$ cat config.mk
export PLATFORM = sky130hd
export DESIGN_NAME = axis8to32
export DESIGN_NICKNAME = d
export VERILOG_FILES = /design/src/rtl/axis_width_pkg.sv /design/src/rtl/axis8to32.sv
export SDC_FILE = /design/constraint.sdc
export NUM_CORES = 1
export LEC_CHECK = 0
export BUFFER_PORTS_ARGS = -buffer_cell sky130_fd_sc_hd__buf_2
export CORE_MARGIN = 4
export CORE_UTILIZATION = 55
export CTS_CLUSTER_DIAMETER = 80
export DETAILED_ROUTE_END_ITERATION = 8
export PLACE_DENSITY = 0.86
export SETUP_SLACK_MARGIN = 0.3
export SKIP_LAST_GASP = 1
export SLEW_MARGIN = 20
export SYNTH_ARGS = -nofsm -noshare
export SYNTH_HDL_FRONTEND = slang
export SYNTH_SLANG_ARGS = --single-unit
$ cat constraint.sdc
create_clock -name clk -period 2.6 [get_ports clk]
set_clock_uncertainty 0.05 [all_clocks]
set_input_delay 0 -clock clk [delete_from_list [all_inputs] [get_ports clk]]
set_output_delay 0 -clock clk [all_outputs]
set_load 0.05 [all_outputs]
$ cat src/rtl/axis_width_pkg.sv
// Shared constants and helpers for the 8<->32 AXI-Stream width converters.
// Byte lanes are MSB-first: the first byte of a word sits in tdata[31:24].
package axis_width_pkg;

    localparam int AXIS_BYTE_W = 8;
    localparam int AXIS_WORD_W = 32;
    localparam int AXIS_KEEP_W = 4;

    // Accumulator fill level doubles as the packing state.
    localparam logic [1:0] CNT_EMPTY = 2'd0;
    localparam logic [1:0] CNT_B1    = 2'd1;
    localparam logic [1:0] CNT_B2    = 2'd2;
    localparam logic [1:0] CNT_B3    = 2'd3;

    // MSB-aligned contiguous byte enables for a word completed with cnt bytes
    // already held in the accumulator (the completing byte is included).
    function automatic logic [AXIS_KEEP_W-1:0] keep_from_cnt(input logic [1:0] cnt);
        logic [AXIS_KEEP_W-1:0] keep;
        case (cnt)
            CNT_EMPTY: keep = 4'b1000;
            CNT_B1:    keep = 4'b1100;
            CNT_B2:    keep = 4'b1110;
            default:   keep = 4'b1111;
        endcase
        return keep;
    endfunction

endpackage

$ cat src/rtl/axis8to32.sv
// 8-bit to 32-bit AXI-Stream width up-converter with tkeep/tlast.
// Bytes are packed MSB-first; a tlast byte flushes a partial word with
// zero padding in the unused low lanes.
// Optional feature: define AXIS8TO32_PKT_LEN_EN to get a per-packet byte
// count (pkt_len_out) with a one-cycle strobe (pkt_len_valid).
module axis8to32
    import axis_width_pkg::*;
#(
    parameter int LEN_W = 16
) (
    input  logic                   clk,
    input  logic                   reset_n,
    input  logic [AXIS_BYTE_W-1:0] axis_tdata_in,
    input  logic                   axis_tvalid_in,
    input  logic                   axis_tlast_in,
    output logic                   axis_tready_out,
    output logic [AXIS_WORD_W-1:0] axis_tdata_out,
    output logic [AXIS_KEEP_W-1:0] axis_tkeep_out,
    output logic                   axis_tvalid_out,
    output logic                   axis_tlast_out,
    input  logic                   axis_tready_in,
    output logic [LEN_W-1:0]       pkt_len_out,
    output logic                   pkt_len_valid
);

    logic [23:0]            accData_q, accData_d;
    logic [1:0]             cnt_q, cnt_d;
    logic [AXIS_WORD_W-1:0] tdata_q, tdata_d;
    logic [AXIS_KEEP_W-1:0] tkeep_q, tkeep_d;
    logic                   tlast_q, tlast_d;
    logic                   tvalid_q, tvalid_d;

    logic                   accept;
    logic                   complete;
    logic [AXIS_WORD_W-1:0] word;
    logic [AXIS_WORD_W-1:0] mask;
    logic [AXIS_KEEP_W-1:0] keepNext;

    // Input is blocked whenever a word is stalled at the output, regardless
    // of whether the offered byte would complete a word.
    assign axis_tready_out = ~tvalid_q | axis_tready_in;
    assign accept          = axis_tvalid_in & axis_tready_out;
    assign complete        = accept & ((cnt_q == CNT_B3) | axis_tlast_in);

    // Next-state: pack accepted bytes, load the output word on completion.
    always_comb begin
        accData_d = accData_q;
        cnt_d     = cnt_q;
        tdata_d   = tdata_q;
        tkeep_d   = tkeep_q;
        tlast_d   = tlast_q;
        tvalid_d  = tvalid_q & ~axis_tready_in;

        keepNext = keep_from_cnt(cnt_q);
        word     = {accData_q, 8'h00};
        word[{2'd3 - cnt_q, 3'b000} +: AXIS_BYTE_W] = axis_tdata_in;
        mask = '0;
        for (int i = 0; i < AXIS_KEEP_W; i++) begin
            mask[i*AXIS_BYTE_W +: AXIS_BYTE_W] = {AXIS_BYTE_W{keepNext[i]}};
        end

        if (complete) begin
            tdata_d   = word & mask;
            tkeep_d   = keepNext;
            tlast_d   = axis_tlast_in;
            tvalid_d  = 1'b1;
            accData_d = '0;
            cnt_d     = CNT_EMPTY;
        end else if (accept) begin
            accData_d[{2'd2 - cnt_q, 3'b000} +: AXIS_BYTE_W] = axis_tdata_in;
            cnt_d = cnt_q + 2'd1;
        end
    end

    // State registers; reset discards any partial word.
    always_ff @(posedge clk) begin
        if (!reset_n) begin
            accData_q <= '0;
            cnt_q     <= CNT_EMPTY;
            tdata_q   <= '0;
            tkeep_q   <= '0;
            tlast_q   <= 1'b0;
            tvalid_q  <= 1'b0;
        end else begin
            accData_q <= accData_d;
            cnt_q     <= cnt_d;
            tdata_q   <= tdata_d;
            tkeep_q   <= tkeep_d;
            tlast_q   <= tlast_d;
            tvalid_q  <= tvalid_d;
        end
    end

    assign axis_tdata_out  = tdata_q;
    assign axis_tkeep_out  = tkeep_q;
    assign axis_tlast_out  = tlast_q;
    assign axis_tvalid_out = tvalid_q;

`ifdef AXIS8TO32_PKT_LEN_EN
    logic [LEN_W-1:0] lenCnt_q;
    logic [LEN_W-1:0] pktLen_q;
    logic             pktLenValid_q;

    // Saturating byte counter; the strobe lines up with the tail word load.
    always_ff @(posedge clk) begin
        if (!reset_n) begin
            lenCnt_q      <= '0;
            pktLen_q      <= '0;
            pktLenValid_q <= 1'b0;
        end else begin
            pktLenValid_q <= 1'b0;
            if (accept) begin
                if (axis_tlast_in) begin
                    pktLen_q      <= (lenCnt_q == '1) ? lenCnt_q : lenCnt_q + LEN_W'(1);
                    pktLenValid_q <= 1'b1;
                    lenCnt_q      <= '0;
                end else if (lenCnt_q != '1) begin
                    lenCnt_q <= lenCnt_q + LEN_W'(1);
                end
            end
        end
    end

    assign pkt_len_out   = pktLen_q;
    assign pkt_len_valid = pktLenValid_q;
`else
    assign pkt_len_out   = '0;
    assign pkt_len_valid = 1'b0;
`endif

endmodule

---- After elaboration in Yosys (flattened, before gate mapping) ----
Cells that the tools add are included.
word-level totals
  flip-flop bits (word level) ............. 64
  bits of input ports ..................... 13
  word-level logic and storage cells ...... 33
operators by class
  add/sub/neg operators ................... 5
  equal/unequal tests ..................... 3
  shifts and indexed selects .............. 4
  multiplexer cells ....................... 4
  bitwise operators ....................... 9
  reduce and logical (&&, ||, !) cells .... 2
operators with widths
  kind                                                   number
  AND 32 bit                                             1
  bitwise mux 32 bit                                     1
  variable shift 8 x 7 -> 32 bit (first input constant)  1
  indexed part select 8 x 7 -> 32 bit                    1
  bitwise mux 24 bit                                     1
  variable shift 8 x 7 -> 24 bit (first input constant)  1
  indexed part select 8 x 7 -> 24 bit                    1
  negation 5 -> 7 bit                                    2
  one-hot mux 3 bit (3 select lines)                     1
  equality test 2 bit (second input constant)            2
  subtractor 2 bit (first input constant)                2
  AND 1 bit                                              3
  inverter 1 bit                                         3
  adder 2 x 1 -> 2 bit (second input constant)           1
  equality test 2 x 1 -> 1 bit (second input constant)   1
  zero test 2 bit                                        1
  bitwise OR 1 bit                                       2
  OR reduction 2 bit                                     1
  two-way mux 1 bit                                      1

---- Logic depth before layout (Yosys ltp) ----
  depth after elaboration ................. 5
  gate-level depth with buffers ........... 9
  gate-level depth less buffers ........... 5

---- Worst setup path after synthesis ----
Ideal clock, no wire load.
  kind .................................... flip-flop to flip-flop
  from .................................... reg cnt_q[0]
  to ...................................... reg tdata_q[29] (netlist: axis_tdata_out[29])
  library setup time ...................... 0.091 ns
  arrival time ............................ 2.235 ns
  required time ........................... 2.459 ns
  slack ................................... 0.224 ns
  stages on the path, launching flop included .. 9
  path buffers ............................ 3
  period minus slack after synthesis ...... 2.376 ns
  cells stage by stage .................... dfxtp_1 > buf_2 > buf_1 > inv_1 > ha_1 > buf_2 > nor4_4 > nand3_1 > a311oi_1
on the way
  cells in the longest elaborated chain, start to end .. 5
  elaborated cells between the ends (all ways) .. 9
  those cells by class .................... add/sub (2); eq/ne (1); shift (2); mux (1); bitwise (3)
ends and longest elaborated chain
  what                                                                                          line             text
  start, declared                                                                               axis8to32.sv:27  logic [1:0] cnt_q, cnt_d;
  start signal, assigned                                                                        axis8to32.sv:86  cnt_q <= cnt_d;
  subtractor 2 bit                                                                              axis8to32.sv:56  word[{2'd3 - cnt_q, 3'b000} +: AXIS_BYTE_W] = axis_tdata_in;
  negation 5 -> 7 bit                                                                           axis8to32.sv:56
  indexed part select 8 x 7 -> 32 bit / variable shift 8 x 7 -> 32 bit (equally long branches)  axis8to32.sv:56
  bitwise mux 32 bit                                                                            axis8to32.sv:56
  AND 32 bit                                                                                    axis8to32.sv:63  tdata_d = word & mask;
  end signal, assigned                                                                          axis8to32.sv:87  tdata_q <= tdata_d;
  end, declared                                                                                 axis8to32.sv:28  logic [AXIS_WORD_W-1:0] tdata_q, tdata_d;
Several ways; a longest one is shown, not always the timed one.
A chain may end at the register's enable or synchronous reset.

---- Worst setup path in the final report ----
  from .................................... reg cnt_q[0]
  to ...................................... reg tdata_q[4] (netlist: axis_tdata_out[4])
on the way
  elaborated cells between the ends (all ways) .. 13
  those cells by class .................... add/sub (2); eq/ne (3); shift (2); mux (2); bitwise (3); reduce/logical (1)
RTL lines
  what                                         line                  text
  equality test 2 bit (tied with other cells)  axis_width_pkg.sv:19  case (cnt)
  one-hot mux 3 bit (3 select lines) *         axis_width_pkg.sv:19
  net keepNext[0]                              axis8to32.sv:37       logic [AXIS_KEEP_W-1:0] keepNext;
  AND 32 bit *                                 axis8to32.sv:63
The timed path passes the listed nets; every way through them passes the cells marked *.

==> summary.md <==
| Metric | Value |
|---|---|
| Mapped Area | 3390 sq um |
| Die area | 7480 sq um |
| Leading cell type by number of instances after synthesis | dfxtp_1 |
| Crit end category | flop |
| Die height | 86.5 um |
| CTS tree | done |
| Hold Vio Cnt, Final | 0 |
| Fmax | 0.458 GHz |
| Num CTS Buffers | 9 |
| Mux share of post-synthesis cell area | 0% |
| Via-per-instance ratio | 6.42 |
| Drt first pass iters | 5 |
| Status | finished clean |
| Total of max-cap violations | 0 |
| Detailed Route WL | 8920 um |
| Clock root buffer | clkbuf_8 |
| P&R area growth vs syn | 14.6% |
| Synth Area in Adders | 2.22% |
| Final period util | 84.0% |
| Setup Viol. Count Final | 0 |
| Max-slew violation count | 0 |
| Top cells by count, synth | 64 x dfxtp_1, 29 x a21oi_1, 26 x o31ai_1 |
| Nets | 427 |
| # diodes | 0 |
| Site row count | 28 |
| Gate Count Post-Synth | 368 |
| Initial Utilization | 56.8% |
| Worst EP required | 2.84 ns |
| Final Cell Area | 3880 sq um |
| Synth Area per Inst | 9.20 sq um |
| Crit Path Class | reg2reg |
| Vias | 3,135 |
| Drt drc | 0 |
| Synth async-reset ratio | 0% |
| Clock slew at reported path FFs | 0.06 ns |
| Cell taking the most area after synthesis | dfxtp_1 |
| Synth Flop Type | dfxtp_1 |
| Top cells by area, synth | dfxtp_1 38%, o31ai_1 5.8%, and4b_1 4.7% |
| Placed instance count | 461 |
| Synth Area in Compound Gates | 27.3% |
| RSZ-0062 raised after global routing | no |
| Die width | 86.5 um |
| Clock sinks | 64 |
| Post-synth EDFFs | 0 |
| Largest net degree at the start of global routing | 41 |
| DP HPWL | 5660 um |
| Dpl cell area | 3540 sq um |
| Synth Area in XOR/XNOR | 0% |
| Simple logic cell fraction of the synthesized area | 20.7% |
| Hold crit path type | in2reg |
| CTS H-tree depth | 3 |
| Detail-routed net length per standard cell | 18.3 um |
| Initial antenna violation count | 0 |
| Setup TNS | 0 ns |
| Gr usage total | 24.2% |
| Post-route insts no fill | 488 |
| CORE AREA | 5960 sq um |
| Proportion of layout cells with a drive suffix above 1 | 22.5% |
| P_leak | 1.50 nW |
| R2R Setup Slk | 0.41 ns |
| CP max FO | 27 |
| Worst skew pair latency | 0.35 ns |
| Yosys top cell area share | 37.8% |
| Slew @ Worst Pin | 0.695 ns |
| I/O pin count | 69 |
| Pwr dens | 612 nW/um^2 |
| Vias in the first global route | 2,894 |
| Post-synthesis cell type count | 41 |
| First-pass GRT wire length | 14,200 um |
| Worst slew margin | 53.4% |
| Post-synthesis sequential area ratio | 37.8% |
| VDD IR-drop max | 0.472 mV |
| Final Critical Period | 2.19 ns |
| Seq cells post-synth | 64 |
| Startpoint types | flop |
| Main combinational cell family by area after synthesis | compound AO/OA/AOI/OAI gates |
| Clock buffer depth | 2 |
| DR iter-0 viols | 407 |
| Final GP Congestion | 0.854 |
| Post-DRT Antenna Nets | 0 |
| CP arrival | 2.43 ns |
| Layout Utilization | 65.2% |
| Port bufs | 51 |
| Grt total ovfl | 0 |
| Syn. warnings | 0 |
-- repair_timing --
item	4_1_cts	5_1_grt
hold buffers	9	0
hold endpoints to repair	14	0
setup endpoints to repair	14	24
cloned	0	0
setup buffers	0	2
gates resized for setup	2	2
pin swaps	0	2
-- per-layer routing --
| metal | vias to the layer above | wire length, um | global-route usage (%) | share of wire, % |
|---|---|---|---|---|
| li1 | 1473 | - | - | - |
| met1 | 1487 | 3820 | 31.0 | 43 |
| met2 | 158 | 4090 | 38.0 | 46 |
| met3 | 17 | 837 | 8.65 | 9.4 |
| met4 | 0 | 170 | 8.07 | 1.9 |
| met5 | - | 0 | 0 | 0 |
-- where the power goes --
group          total, W  switching, W  internal, W
Clock          0.000936      0.000370     0.000566
Sequential      0.00102     0.0000153      0.00100
Combinational  0.000421      0.000312     0.000108
-- worst paths after layout --
| check | from | end | depth (start not counted) |
|---|---|---|---|
| setup / recovery | cnt_q[0] | axis_tdata_out[4] | 6 |
| hold / removal | reset_n | axis_tkeep_out[3] | 2 |
| setup reg to reg | cnt_q[0] | axis_tdata_out[4] | 6 |
| hold reg to reg | accData_q[12] | accData_q[12] | 2 |
-- cells in the final DEF (no fill, tap or decap), drive strengths merged, types with 3 or more instances in the layout --
master,n
inv,17
o2bb2ai,6
a211oi,4
nand2b,3
ha,6
o21ai,3
dlygate4sd3,9
nor4,4
nand2,20
a22o,16
buf,64
a32o,8
o32ai,8
nor2b,3
dfxtp,64
clkbuf,13
a311oi,6
a21oi,29
a31oi,11
nand4,25
conb,17
and4b,16
nand3,10
o31ai,27
nor4b,9
-- area by class of cell --
class / instances / area, sq um
flip-flops and latches: 64 / 1280
clock buffers: 13 / 149
clock inverters: 3 / 65.1
fillers: 496 / 2070
well taps: 75 / 93.8
multi-input cells: 243 / 1790
repair buffers: 73 / 443
inverters: 17 / 63.8
-- state kept, by name (all words and copies together), names as in the netlist --
register         cells
accData_q           24
axis_tdata_out      32
axis_tkeep_out       4
axis_tlast_out       1
axis_tvalid_out      1
cnt_q                2
-- through the flow --
| stage | worst slack (ns) | power [W] | hold WS [ns] |
|---|---|---|---|
| 2_1_floorplan | 0.358 | 0.00137 | 0.0755 |
| 3_3_place_gp | 0.388 | 0.00143 | 0.254 |
| 3_5_place_dp | 0.191 | 0.00143 | 0.260 |
| 4_1_cts | 0.359 | 0.00237 | 0.00309 |
| 5_1_grt | 0.317 | 0.00246 | 0.0149 |
| 6_report | 0.415 | 0.00237 | 0.00845 |
-- critical path, stage by stage, from the launching register on --
cell	delay, ns
dfxtp_1	0.49
buf_4	0.34
ha_1	0.40
nand4b_1	0.20
nor4_4	0.30
buf_4	0.21
a22o_1	0.13
-- cell families (layout without fill, tap and decap cells) --
kind of cell,count (synthesis),in the layout
AND/OR/NAND/NOR,97,97
adder cells (fa/ha/maj),6,6
buffers and inverters,77,106
flip-flops,64,64
AO/OA/AOI/OAI,123,123
other,1,17
No activity file was read; power rests on OpenSTA's default activity.
